File: src/rtl/bot_update_ctrl_pkg.sv
// Shared definitions for the Rojobot update controller: state encoding,
// bot status word width and the motor stop command.
package bot_ctrl_pkg;

  typedef enum logic [1:0] {
    IDLE   = 2'd0,
    PEND   = 2'd1,
    RELOAD = 2'd2
  } state_t;

  localparam int unsigned BOT_INFO_W = 32;
  localparam logic [7:0]  MOT_STOP   = 8'h00;

endpackage

File: src/rtl/bot_update_ctrl_if.sv
// CPU-side update handshake: snapshot word, update request and acknowledge.
// master = update controller, slave = CPU.
interface bot_update_ctrl_if;
  import bot_ctrl_pkg::*;

  logic [BOT_INFO_W-1:0] H_BOT_INFO;
  logic                  H_BOT_UPDATE_SYNC;
  logic                  H_INT_ACK;

  modport master (
    output H_BOT_INFO,
    output H_BOT_UPDATE_SYNC,
    input  H_INT_ACK
  );

  modport slave (
    input  H_BOT_INFO,
    input  H_BOT_UPDATE_SYNC,
    output H_INT_ACK
  );

endinterface

File: src/rtl/bot_update_ctrl_edge_detect.sv
// Rising-edge detector for the Rojobot update strobe; BOT_UPD_SYNC_EN adds a
// 2-flop synchronizer in front for strobes from another clock domain.
module bot_upd_edge_detect (
  input  logic clk,
  input  logic rst_n,
  input  logic upd_sysregs,
  output logic rise
);

  logic upd;
  logic upd_q;

`ifdef BOT_UPD_SYNC_EN
  logic [1:0] sync_q;

  always_ff @(posedge clk) begin
    if (!rst_n) sync_q <= '0;
    else        sync_q <= {sync_q[0], upd_sysregs};
  end

  assign upd = sync_q[1];
`else
  assign upd = upd_sysregs;
`endif

  always_ff @(posedge clk) begin
    if (!rst_n) upd_q <= 1'b0;
    else        upd_q <= upd;
  end

  assign rise = upd & ~upd_q;

endmodule

File: src/rtl/bot_update_ctrl.sv
// Rojobot-to-CPU status handshake: snapshot, request/ack, one-deep shadow,
// saturating overrun count and ack watchdog. Optional macro: BOT_UPD_SYNC_EN.
module bot_update_ctrl
  import bot_ctrl_pkg::*;
#(
  parameter int unsigned TIMEOUT_CYCLES = 1_000_000,
  parameter int unsigned OVR_W          = 8
) (
  input  logic                  SI_ClkIn,
  input  logic                  SI_Reset_N,
  input  logic                  upd_sysregs,
  input  logic [BOT_INFO_W-1:0] bot_info_in,
  input  logic [7:0]            mot_ctl_in,
  output logic [7:0]            mot_ctl_out,
  output logic [OVR_W-1:0]      overrun_cnt,
  output logic                  timeout_flag,
  bot_update_ctrl_if.master     cpu
);

  localparam int unsigned     TMR_W   = $clog2(TIMEOUT_CYCLES);
  localparam logic [TMR_W-1:0] TMR_MAX = TMR_W'(TIMEOUT_CYCLES - 1);

  state_t                state_q, state_d;
  logic                  rise;
  logic [BOT_INFO_W-1:0] shadow;
  logic                  shadow_vld;
  logic [TMR_W-1:0]      timer;
  logic [TMR_W-1:0]      timer_inc;

  logic load_new, load_shadow, req_set, req_clr;
  logic shd_wr, shd_clr, ovr_inc, tmr_run, tmr_clr;

  bot_upd_edge_detect u_edge (
    .clk         (SI_ClkIn),
    .rst_n       (SI_Reset_N),
    .upd_sysregs (upd_sysregs),
    .rise        (rise)
  );

  always_ff @(posedge SI_ClkIn) begin
    if (!SI_Reset_N) state_q <= IDLE;
    else             state_q <= state_d;
  end

  always_comb begin
    state_d     = state_q;
    load_new    = 1'b0;
    load_shadow = 1'b0;
    req_set     = 1'b0;
    req_clr     = 1'b0;
    shd_wr      = 1'b0;
    shd_clr     = 1'b0;
    ovr_inc     = 1'b0;
    tmr_run     = 1'b0;
    tmr_clr     = 1'b0;
    case (state_q)
      IDLE: begin
        if (rise) begin
          load_new = 1'b1;
          req_set  = 1'b1;
          state_d  = PEND;
        end
      end
      PEND: begin
        tmr_run = 1'b1;
        if (rise) begin
          shd_wr  = 1'b1;
          ovr_inc = shadow_vld;
        end
        if (cpu.H_INT_ACK) begin
          req_clr = 1'b1;
          tmr_clr = 1'b1;
          state_d = (rise || shadow_vld) ? RELOAD : IDLE;
        end
      end
      RELOAD: begin
        load_shadow = 1'b1;
        req_set     = 1'b1;
        state_d     = PEND;
        // An update arriving during the reload refills the shadow without loss.
        if (rise) shd_wr  = 1'b1;
        else      shd_clr = 1'b1;
      end
      default: state_d = IDLE;
    endcase
  end

  assign timer_inc = timer + 1'b1;

  always_ff @(posedge SI_ClkIn) begin
    if (!SI_Reset_N) begin
      cpu.H_BOT_INFO        <= '0;
      cpu.H_BOT_UPDATE_SYNC <= 1'b0;
      shadow                <= '0;
      shadow_vld            <= 1'b0;
      overrun_cnt           <= '0;
      timer                 <= '0;
      timeout_flag          <= 1'b0;
      mot_ctl_out           <= '0;
    end else begin
      if (load_new)         cpu.H_BOT_INFO <= bot_info_in;
      else if (load_shadow) cpu.H_BOT_INFO <= shadow;

      if (req_set)      cpu.H_BOT_UPDATE_SYNC <= 1'b1;
      else if (req_clr) cpu.H_BOT_UPDATE_SYNC <= 1'b0;

      if (shd_wr) begin
        shadow     <= bot_info_in;
        shadow_vld <= 1'b1;
      end else if (shd_clr) begin
        shadow_vld <= 1'b0;
      end

      if (ovr_inc && (overrun_cnt != '1)) overrun_cnt <= overrun_cnt + 1'b1;

      // Flag rises on the edge the timer lands on TIMEOUT_CYCLES-1, then holds.
      if (tmr_clr) begin
        timer        <= '0;
        timeout_flag <= 1'b0;
      end else if (tmr_run && (timer != TMR_MAX)) begin
        timer <= timer_inc;
        if (timer_inc == TMR_MAX) timeout_flag <= 1'b1;
      end

      mot_ctl_out <= timeout_flag ? MOT_STOP : mot_ctl_in;
    end
  end

endmodule

File: src/flat_wrapper.sv
// flat-port wrapper written by rule: the top's interface ports become plain ports
module bot_update_ctrl_flat import bot_ctrl_pkg::*;
#(
  parameter int unsigned TIMEOUT_CYCLES = 1_000_000,
  parameter int unsigned OVR_W          = 8
)
  (SI_ClkIn, SI_Reset_N, upd_sysregs, bot_info_in, mot_ctl_in, mot_ctl_out, overrun_cnt, timeout_flag, cpu_H_BOT_INFO, cpu_H_BOT_UPDATE_SYNC, cpu_H_INT_ACK);
  bot_update_ctrl_if cpu_i ();
  input  logic SI_ClkIn;
  input  logic SI_Reset_N;
  input  logic upd_sysregs;
  input  logic [BOT_INFO_W-1:0] bot_info_in;
  input  logic [7:0] mot_ctl_in;
  output logic [7:0] mot_ctl_out;
  output logic [OVR_W-1:0] overrun_cnt;
  output logic timeout_flag;
  output wire logic [$bits(cpu_i.H_BOT_INFO)-1:0] cpu_H_BOT_INFO;
  output wire logic [$bits(cpu_i.H_BOT_UPDATE_SYNC)-1:0] cpu_H_BOT_UPDATE_SYNC;
  input wire logic [$bits(cpu_i.H_INT_ACK)-1:0] cpu_H_INT_ACK;
  assign cpu_H_BOT_INFO = cpu_i.H_BOT_INFO;
  assign cpu_H_BOT_UPDATE_SYNC = cpu_i.H_BOT_UPDATE_SYNC;
  assign cpu_i.H_INT_ACK = cpu_H_INT_ACK;
  bot_update_ctrl #(.TIMEOUT_CYCLES(TIMEOUT_CYCLES), .OVR_W(OVR_W)) u_core (.SI_ClkIn(SI_ClkIn), .SI_Reset_N(SI_Reset_N), .upd_sysregs(upd_sysregs), .bot_info_in(bot_info_in), .mot_ctl_in(mot_ctl_in), .mot_ctl_out(mot_ctl_out), .overrun_cnt(overrun_cnt), .timeout_flag(timeout_flag), .cpu(cpu_i));
endmodule
File: config.mk
export PLATFORM = sky130hd
export DESIGN_NAME = bot_update_ctrl_flat
export DESIGN_NICKNAME = d
export VERILOG_FILES = /design/src/rtl/bot_update_ctrl_pkg.sv /design/src/rtl/bot_update_ctrl_if.sv /design/src/rtl/bot_update_ctrl_edge_detect.sv /design/src/rtl/bot_update_ctrl.sv /design/src/flat_wrapper.sv
export SDC_FILE = /design/constraint.sdc
export NUM_CORES = 1
export LEC_CHECK = 0
export ABC_CLOCK_PERIOD_IN_PS = 3300
export CELL_PAD_IN_SITES_DETAIL_PLACEMENT = 0
export CELL_PAD_IN_SITES_GLOBAL_PLACEMENT = 1
export CORE_ASPECT_RATIO = 0.5
export CORE_MARGIN = 2
export CORE_UTILIZATION = 25
export CTS_CLUSTER_DIAMETER = 200
export CTS_CLUSTER_SIZE = 8
export DETAILED_ROUTE_END_ITERATION = 16
export GPL_ROUTABILITY_DRIVEN = 0
export HOLD_SLACK_MARGIN = 0.1
export PLACE_DENSITY = 0.61
export SETUP_SLACK_MARGIN = 0.02
export SLEW_MARGIN = 10
export SYNTH_ARGS = -nofsm -noshare
export SYNTH_HDL_FRONTEND = slang
export SYNTH_SLANG_ARGS = --single-unit
File: constraint.sdc
create_clock -name SI_ClkIn -period 3.3 [get_ports SI_ClkIn]
set_clock_uncertainty 0.1 [all_clocks]
set_input_delay 0.495 -clock SI_ClkIn [delete_from_list [all_inputs] [get_ports SI_ClkIn]]
set_output_delay 0.495 -clock SI_ClkIn [all_outputs]
set_load 0.02 [all_outputs]
==> run metrics, run 1 <==
Worst-Margin Slew=approximately 0.71 ns; CTS HTree Levels=3; Leak=~2.5 nW; pre-CTS setup slack=between 0.8 and 0.9 ns; CTS Hold Bufs=0; CTS Buf Count=9; pwr dens=between 500 and 600 nW/µm²; Fin Setup TNS=0 ns; Port Buffers=93; Critical Path RT=around 3.5 ns; Mapped Cells=~530; sw power=0.936 mW; n_diodes=0; worst path cell trace=ha_1, nand2_1, o21a_1, nand2_1, or3_1, a21oi_1; P&R area growth vs syn=31.9%; Netlist Area Pre-Place=4790 µm²; core area=~19000 µm²; Rel. slew slack=a little over half; Slew Limit Fails=0; cells on worst reg2reg path=6; Seq/Total Area, Yosys=~44%; Crit. End Element=flip-flop; worst setup path category=reg2reg; Tcrit/Tclk final=approximately 70%; CTS Buffer Depth=2; final setup margin=1.04 ns; CTS tree=yes; site row count=35; via count=roughly 3900; die width=~200 µm; Stages on worst setup path=6; final setup violating endpoints=0; initial antenna violation count=0; Reg power frac=around 45%; total of warnings raised by yosys=0; switching part of the total=28.8%; CP max-delay cell=o21a_1; Initial DRC Count=178; clk slew on worst S/H paths=0.08 ns; Initial Util=25.8%; Tmin final=between 2 and 2.5 ns; Overall Global Routing Usage=12.2%; hold path depth=2; VDD IR max=~230 µV; Main synth FF type=dfxtp_1; Int Pwr=between 2 and 2.5 mW; I/O pin count=between 90 and 100; worst min-delay path category=reg2reg; DR DRC count=0; Syn Nets=580; crit path buf inv count=0; Comb pwr share=20.5%; clk sinks=106; slowest stage delay, CP=around 0.52 ns; first-pass GRT wire length=19500 µm; Die Ht=102 µm; CP Launch Type=flip-flop; Resized cells post-CTS=0; crit path DAT=between 2 and 2.5 ns; die area=20300 µm²; RSZ-0062 raised after global routing=false; dominant delay contributor by cell family on the critical path=simple AND/OR/NAND/NOR gates; fmax=442 MHz; nets=between 600 and 700; post-detail-place hpwl=a little over 8000 µm; share of layout cells above drive strength 1=between 5 and 6%; Post-synth EDFFs=0; Initial DRT Pass Iterations=4; endpoints failing hold=0; vias per cell=between 4 and 5; outcome=complete, no violations; max cap viols=0; DR WL/cell=~14 µm; vias in the first global route=3731; filler cell count=~1900; DRT Wirelength=12000 µm; clock share of power=between 30% and 40%; Async SR Flop Fraction=0%; pin count of the biggest net entering global routing=34; grt total ovfl=0; post-synthesis cell type count=47; Post-CTS Setup Inserts=0; number of synthesized register bits=roughly 110; Mean Syn Cell Area=around 9.1 µm²; clk_lat worst skew=0.35 ns; cell repeated most along the worst path=nand2_1; Worst Path Max Fanout=13; clk root buf=clkbuf_16; antenna-violating nets left=0
==> cell usage in the layout, fill, tap and decap left out, types with 2 or more instances in the layout <==
master	Yosys	layout
nand2_1	115	114
dfxtp_1	106	106
clkdlybuf4s50_1	0	92
a21boi_0	36	36
mux2i_1	33	33
o211a_1	32	32
nor2_1	25	25
xnor2_1	16	16
and2_1	15	15
xor2_1	14	14
inv_1	11	11
nand4_1	11	11
nand3_1	10	10
o21ai_0	9	9
clkbuf_16	0	9
ha_1	8	7
buf_4	0	6
a21oi_1	5	5
nor3b_1	4	4
and3_1	4	4
nor4_1	4	4
or3_1	4	4
nor2b_1	3	3
nor3_1	3	3
o31ai_1	2	2
nor4bb_1	2	2
o21a_1	2	2
nor4_2	2	2
nand4b_1	2	2
nand2b_1	2	2
inv_6	0	2
buf_12	0	2
==> worst min-delay path, stage by stage, from the launching register on <==
cell and delay [ns]:
dfxtp_1 0.31, nand2_1 0.05, a21boi_0 0.06
==> final cells by class <==
class / count / area [µm²] / share of cell area [%]
clock buffer: 10 / 239 / 3.78
clock inverter: 6 / 71.3 / 1.13
inverter: 11 / 41.3 / 0.654
multi-input combinational: 380 / 2510 / 39.7
sequential: 106 / 2120 / 33.6
tap: 259 / 324 / 5.13
timing repair buffer: 101 / 1010 / 16.0
==> layer usage <==
layer	up-vias	GRT usage [%]	share of wire, %
met5	-	0	0
met4	0	3.08	0.85
met3	7	2.97	2.9
met2	51	20.0	47
met1	1818	16.3	49
li1	1982	-	-
==> registers in the layout (all words and copies together), names as in the netlist <==
name	cells
u_core.u_edge.upd_q	1
u_core.overrun_cnt	8
u_core.cpu.H_BOT_UPDATE_SYNC	1
u_core.shadow	32
u_core.timer	20
u_core.mot_ctl_out	8
u_core.cpu.H_BOT_INFO	32
u_core.state_q	2
u_core.timeout_flag	1
u_core.shadow_vld	1
==> Yosys cell counts, types with 3 or more instances <==
| cell | instances | area, µm² |
|---|---|---|
| a21oi_1 | 5 | 25.0 |
| or3_1 | 4 | 25.0 |
| o21ai_0 | 9 | 45.0 |
| buf_2 | 4 | 20.0 |
| and3_1 | 4 | 25.0 |
| nor3_1 | 3 | 15.0 |
| mux2i_1 | 33 | 330 |
| nand3_1 | 10 | 50.1 |
| a21boi_0 | 36 | 270 |
| buf_1 | 5 | 18.8 |
| nor4_1 | 4 | 25.0 |
| nor2_1 | 25 | 93.8 |
| nor2b_1 | 3 | 18.8 |
| nand4_1 | 11 | 68.8 |
| nor3b_1 | 4 | 30.0 |
| xnor2_1 | 16 | 140 |
| dfxtp_1 | 106 | 2120 |
| xor2_1 | 14 | 123 |
| and2_1 | 15 | 93.8 |
| clkbuf_1 | 22 | 82.6 |
| o211a_1 | 32 | 320 |
| inv_1 | 11 | 41.3 |
| nand2_1 | 115 | 432 |
| ha_1 | 8 | 100 |
==> kinds of logic after synthesis <==
kind of cell	share of synthesized area, %
xor gates and xnor gates	5.49
and+or+nand+nor	22.1
AOI/OAI and AO/OA	15.8
muxes	6.90
buffers and inverters	3.40
DFF	44.3
adders and majority gates	2.09
==> power by group through the flow <==
stage	clock [mW]	sequential, mW	combinational (mW)
after detailed placement	0	1.48	0.675
final	1.13	1.45	0.664
after CTS	1.18	1.45	0.677
after floorplan	0	1.54	0.311
after global routing	1.23	1.46	0.735
after global placement	0	1.48	0.669
==> stage by stage <==
stage / utilization [%] / hold slack [ns] / cells / cell area (µm²) / power, mW
2_1_floorplan: - / 0.343 / 528 / 4790 / 1.85
3_3_place_gp: 32.4 / 0.350 / 857 / 6010 / 2.15
3_5_place_dp: 32.4 / 0.355 / 857 / 6010 / 2.15
4_1_cts: 34.0 / 0.366 / 873 / 6320 / 3.31
5_1_grt: 34.0 / 0.383 / 873 / 6320 / 3.43
6_report: 34.0 / 0.364 / 873 / 6320 / 3.25
==> final timing paths <==
check                    start           endpoint  slack, ns
min reg2reg  u_core.shadow[25]  u_core.shadow[25]       0.36
max reg2reg    u_core.timer[0]   u_core.timer[16]       1.04
min          u_core.shadow[25]  u_core.shadow[25]       0.36
max            u_core.timer[0]   u_core.timer[16]       1.04
No activity file was read; power rests on OpenSTA's default activity.
==> inputs of run 2 (changes only) <==
ABC_CLOCK_PERIOD_IN_PS = 2000   (was 3300)
PLACE_DENSITY = 0.63   (was 0.61)
clock period = 2 ns   (was 3.3 ns; I/O delays follow)
==> run metrics, run 2 (synthesized netlist as in run 1, its figures left out) <==
outcome=complete, no violations; sw power=roughly 1.6 mW; Fin Setup TNS=0 ns; site row count=35; CTS HTree Levels=3; Initial Util=between 20% and 30%; endpoints failing hold=0; Critical Path RT=between 2 and 2.5 ns; core area=roughly 19000 µm²; R2R Setup Slk=0.1 ns; Overall Global Routing Usage=between 10% and 20%; Hold Path End=u_core.shadow[1]; RSZ-0062 raised after global routing=true; reg2reg end=u_core.timeout_flag; slowest stage delay, CP=0.41 ns; n_diodes=0; Tcrit/Tclk final=between 90 and 100%; Worst-Margin Slew=roughly 0.40 ns; Rel. slew slack=roughly 73%; vias per cell=4.39; Reg power frac=approximately 45%; DRT Wirelength=around 12000 µm; VDD IR max=423 µV; Worst Path Max Fanout=7; final hold slack=around 0.37 ns; CTS Buf Count=9; hold path depth=2; fmax=approximately 530 MHz; worst reg2reg startpoint=u_core.timer[6]; clk slew on worst S/H paths=around 0.07 ns; P&R area growth vs syn=38.0%; Inst Count DP=between 800 and 900; final setup violating endpoints=0; first-pass GRT wire length=~20000 µm; initial antenna violation count=0; most frequent cells in the layout=nand2_1, dfxtp_1, clkdlybuf4s50_1, buf_4, a21boi_0; crit path buf inv count=1; Int Pwr=3.71 mW; clock share of power=32.8%; Die Ht=102 µm; CP max-delay cell=dfxtp_1; switching part of the total=29.7%; share of layout cells above drive strength 1=between 10% and 20%; I/O pin count=between 90 and 100; antenna-violating nets left=0; Slew Limit Fails=0; die area=20300 µm²; via count=approximately 4000; Crit. End Element=flip-flop; Port Buffers=93; clk sinks=between 100 and 150; pre-CTS setup slack=approximately 0.0089 ns; final setup margin=0.0954 ns; post-detail-place hpwl=between 8000 and 9000 µm; clk_lat worst skew=0.35 ns; CP Launch Type=flip-flop; CTS Buffer Depth=2; crit path DAT=slightly above 2 ns; clk root buf=clkbuf_16; Post-CTS Setup Inserts=0; Leak=~2.6 nW; cells on worst reg2reg path=7; die width=about 200 µm; worst min-delay path category=reg2reg; Tmin final=approximately 1.9 ns; Initial DRC Count=167; worst setup path category=reg2reg; grt total ovfl=0; Initial DRT Pass Iterations=4; worst path cell trace=buf_4, and4_2, nand3_1, or2_2, nand2_1, a22oi_1, a2bb2o_1; dominant delay contributor by cell family on the critical path=simple AND/OR/NAND/NOR gates; most common cell after layout, fill and taps aside=nand2_1; Stages on worst setup path=7; max cap viols=0; vias in the first global route=between 3000 and 4000; pwr dens=about 800 nW/µm²; CTS tree=yes; Largest regs=u_core.cpu.H_BOT_INFO: 32 flops, u_core.shadow: 32 flops, u_core.timer: 20 flops; DR WL/cell=13.3 µm; DR DRC count=0; pin count of the biggest net entering global routing=between 70 and 80; fin cells=~910; Comb pwr share=between 20% and 30%; nets=~700; min-delay src=u_core.shadow[1]; total power=5.28 mW
==> run 2: cell types whose count changed in the layout (fill, tap and decap cells not counted), sizes merged <==
cell | previous run | this run
inv | 14 | 13
buf | 9 | 43
clkinv | 1 | 4
bufinv | 1 | 0
clkbuf | 10 | 9
==> run 2: cell type report <==
cell class                 count  area, µm²
clock buffer                   9        225
sequential                   106       2120
inverter                      11       41.3
multi-input combinational    380       2530
timing repair buffer         135       1300
clock inverter                 7       61.3
fill                        1938      12000
tap                          259        324
==> run 2: worst reg2reg max path: stages, from the launching register on <==
cell and delay (ns):
dfxtp_1 0.41, buf_4 0.19, and4_2 0.23, nand3_1 0.15, or2_2 0.32, nand2_1 0.07, a22oi_1 0.06, a2bb2o_1 0.28
==> run 2: routing by layer <==
layer  track usage [%]  part of all wire [%]
met5                 0                     0
met3              2.97                   2.4
met2              20.9                    47
met1              16.3                    49
met4              3.13                   1.2
==> run 2: how the worst max path moves through the flow <==
stage,endpoint,startpoint,slack (ns)
CTS,u_core.timer[18],u_core.timer[0],0.07
detailed placement,u_core.overrun_cnt[7],upd_sysregs,0.009
finish,u_core.timeout_flag,u_core.timer[6],0.1
floorplan,u_core.timeout_flag,u_core.timer[0],0.15
global placement,u_core.timeout_flag,u_core.timer[10],0.009
global route,u_core.timeout_flag,u_core.timer[1],-0.05
==> run 2: through the flow <==
stage          util (%)  area [µm²]
3_5_place_dp       33.9        6300
4_1_cts            35.5        6590
3_3_place_gp       33.9        6300
6_report           35.6        6610
5_1_grt            35.6        6610
2_1_floorplan         -        4790
==> run 2: what timing repair did <==
item	4_1_cts	5_1_grt
resized for setup	1	5
endpoints found under the hold margin	0	0
setup endpoints to repair	1	13
gates cloned	0	0
hold buffers	0	0
==> run 2: power by group through the flow <==
stage	Sequential [mW]	Clock, mW	Combinational, mW
finish	2.38	1.73	1.17
detailed placement	2.43	0	1.19
floorplan	2.55	0	0.513
global route	2.40	1.92	1.29
CTS	2.38	1.82	1.19
global placement	2.42	0	1.18
==> inputs of run 3 (changes only) <==
--- a/config.mk
+++ b/config.mk
@@ -22,3 +22,4 @@
 export SYNTH_ARGS = -nofsm -noshare
 export SYNTH_HDL_FRONTEND = slang
+export SYNTH_HIERARCHICAL = 1
 export SYNTH_SLANG_ARGS = --single-unit
--- a/constraint.sdc
+++ b/constraint.sdc
@@ -3,3 +3,3 @@
 set_input_delay 0.3 -clock SI_ClkIn [delete_from_list [all_inputs] [get_ports SI_ClkIn]]
 set_output_delay 0.3 -clock SI_ClkIn [all_outputs]
-set_load 0.02 [all_outputs]
+set_load 0.01 [all_outputs]
==> run metrics, run 3 <==
Synth Area in Simple Gates=22.1%; crit path DAT=2.00 ns; Post-synth EDFFs=0; Synth top area share=approximately 45%; Seq/Total Area, Yosys=approximately 45%; Initial Util=25.7%; Inst Count DP=approximately 860; Mean Syn Cell Area=9.24 µm²; VDD IR max=~580 µV; Area after DPL=approximately 6200 µm²; Netlist Area Pre-Place=roughly 4800 µm²; die width=approximately 200 µm; clk slew on worst S/H paths=about 0.070 ns; Largest regs=u_core/cpu.H_BOT_INFO: 32 flops, u_core/shadow: 32 flops, u_core/timer: 20 flops; Leak=about 2.7 nW; antenna-violating nets left=0; total of warnings raised by yosys=6; Tmin final=between 1.5 and 2 ns; I/O pin count=94; DRT Wirelength=11100 µm; CTS Buf Count=9; area of the multi-input gates=approximately 2500 µm²; via count=~3800; RSZ-0062 raised after global routing=true; Synth Area in Compound Gates=approximately 15%; Slew Limit Fails=0; post-detail-place hpwl=7740 µm; clk sinks=~110; n_diodes=0; clk root buf=clkbuf_16; die area=20300 µm²; core area=between 15000 and 20000 µm²; cells on worst reg2reg path=6; final setup margin=~0.17 ns; share of layout cells above drive strength 1=10.0%; Synth area leaders=dfxtp_1, nand2_1, mux2i_1, o211a_1, a21boi_0; Worst Path Max Fanout=7; number of synthesized register bits=106; filler cell count=around 1900; Mapped Cells=around 520; xor/xnor share of the synthesized area=between 5 and 6%; Initial DRT Pass Iterations=4; fmax=545 MHz; P&R area growth vs syn=36.4%; CTS tree=yes; Rel. slew slack=69.1%; Syn Nets=567; most common cell after layout, fill and taps aside=nand2_1; clk_lat worst skew=roughly 0.34 ns; Synth Area in Adders=around 1.8%; total power=roughly 5.5 mW; outcome=complete, no violations; final setup violating endpoints=0; first-pass GRT wire length=around 18000 µm; CTS HTree Levels=3; vias in the first global route=3722; grt total ovfl=0; worst min-delay path category=in2reg; Critical Path RT=2.17 ns; pin count of the biggest net entering global routing=76; DR DRC count=0; fin cells=between 800 and 900; Overall Global Routing Usage=11.3%; max cap viols=0; Fin Setup TNS=0 ns; CP Launch Type=flip-flop; Port Buffers=93; Initial DRC Count=roughly 160; DR WL/cell=about 13 µm; Crit. End Element=flip-flop; Post-CTS Setup Inserts=0; nets=665; Worst-Margin Slew=0.463 ns; combinational family with the most area after synthesis=simple AND/OR/NAND/NOR gates; most frequent cells in the layout=nand2_1, dfxtp_1, clkdlybuf4s50_1, a21boi_0, mux2i_1; Yosys top cell by area=dfxtp_1; pre-CTS setup slack=between 0.02 and 0.03 ns; hold path depth=2; Main synth FF type=dfxtp_1; Synth top cells by count=nand2_1, dfxtp_1, a21boi_0, mux2i_1, o211a_1; CTS Buffer Depth=2; Async SR Flop Fraction=0%; initial antenna violation count=0; worst setup path category=reg2reg; Tcrit/Tclk final=between 90% and 100%; Sequential Area=2120 µm²; vias per cell=roughly 4.3; pwr dens=about 840 nW/µm²; portion of netlist area occupied by mux cells=about 6.9%; Die Ht=102 µm; Finished Cell Area=~6500 µm²; site row count=35; most common cell in the netlist=nand2_1; endpoints failing hold=0; post-synthesis cell type count=45
[run 3: critical path, stage by stage, from the launching register on]
cell,delay [ns]
dfxtp_1,0.35
inv_1,0.09
ha_1,0.32
o2111a_2,0.28
nand4_1,0.14
or3_1,0.33
a21boi_0,0.17
[run 3: power by group]
part | leakage, nW | switching, mW | internal [mW]
Clock | 0.166 | 0.801 | 1.22
Sequential | 0.866 | 0.0935 | 2.28
Combinational | 1.63 | 0.517 | 0.562
Total | 2.66 | 1.41 | 4.07
[run 3: logic make-up (layout without fill, tap and decap cells)]
group,Yosys count,after routing
adder cells (fa/ha/maj),7,7
XOR/XNOR,30,30
AO/OA/AOI/OAI,86,86
AND/OR/NAND/NOR,212,212
flip-flops,106,106
buffers and inverters,42,145
multiplexers,33,33
[run 3: cell type report]
type	instances	share of cell area (%)
clock buffers	9	3.46
clock inverters	7	1.79
inverters	7	0.404
multi-input cells	368	37.8
flip-flops and latches	106	32.6
well taps	259	4.98
repair buffers	122	18.9
[run 3: per-stage QoR]
stage	hold slack, ns	util (%)
after floorplan	0.322	-
after global placement	0.350	33.2
after detailed placement	0.357	33.2
after CTS	0.177	35.1
after global routing	0.183	35.1
final	0.184	35.1
[run 3: final timing paths]
path | to | slack (ns) | from
worst max-delay path | u_core/overrun_cnt[7] | 0.17 | u_core/state_q[1]
worst min-delay path | u_core/cpu.H_BOT_INFO[24] | 0.18 | SI_Reset_N
worst max register to register | u_core/overrun_cnt[7] | 0.17 | u_core/state_q[1]
worst min register to register | u_core/shadow[28] | 0.36 | u_core/shadow[28]
[run 3: layer usage]
| metal | part of all wire, % | global-route usage [%] |
|---|---|---|
| met3 | 2.8 | 2.76 |
| met1 | 47 | 14.0 |
| met5 | 0 | 0 |
| met4 | 0.95 | 3.10 |
| met2 | 49 | 19.6 |
[run 3: timing repair]
| action | CTS | global route |
|---|---|---|
| gates resized for setup | 0 | 1 |
| hold buffers | 0 | 0 |
| setup endpoints to repair | 0 | 17 |
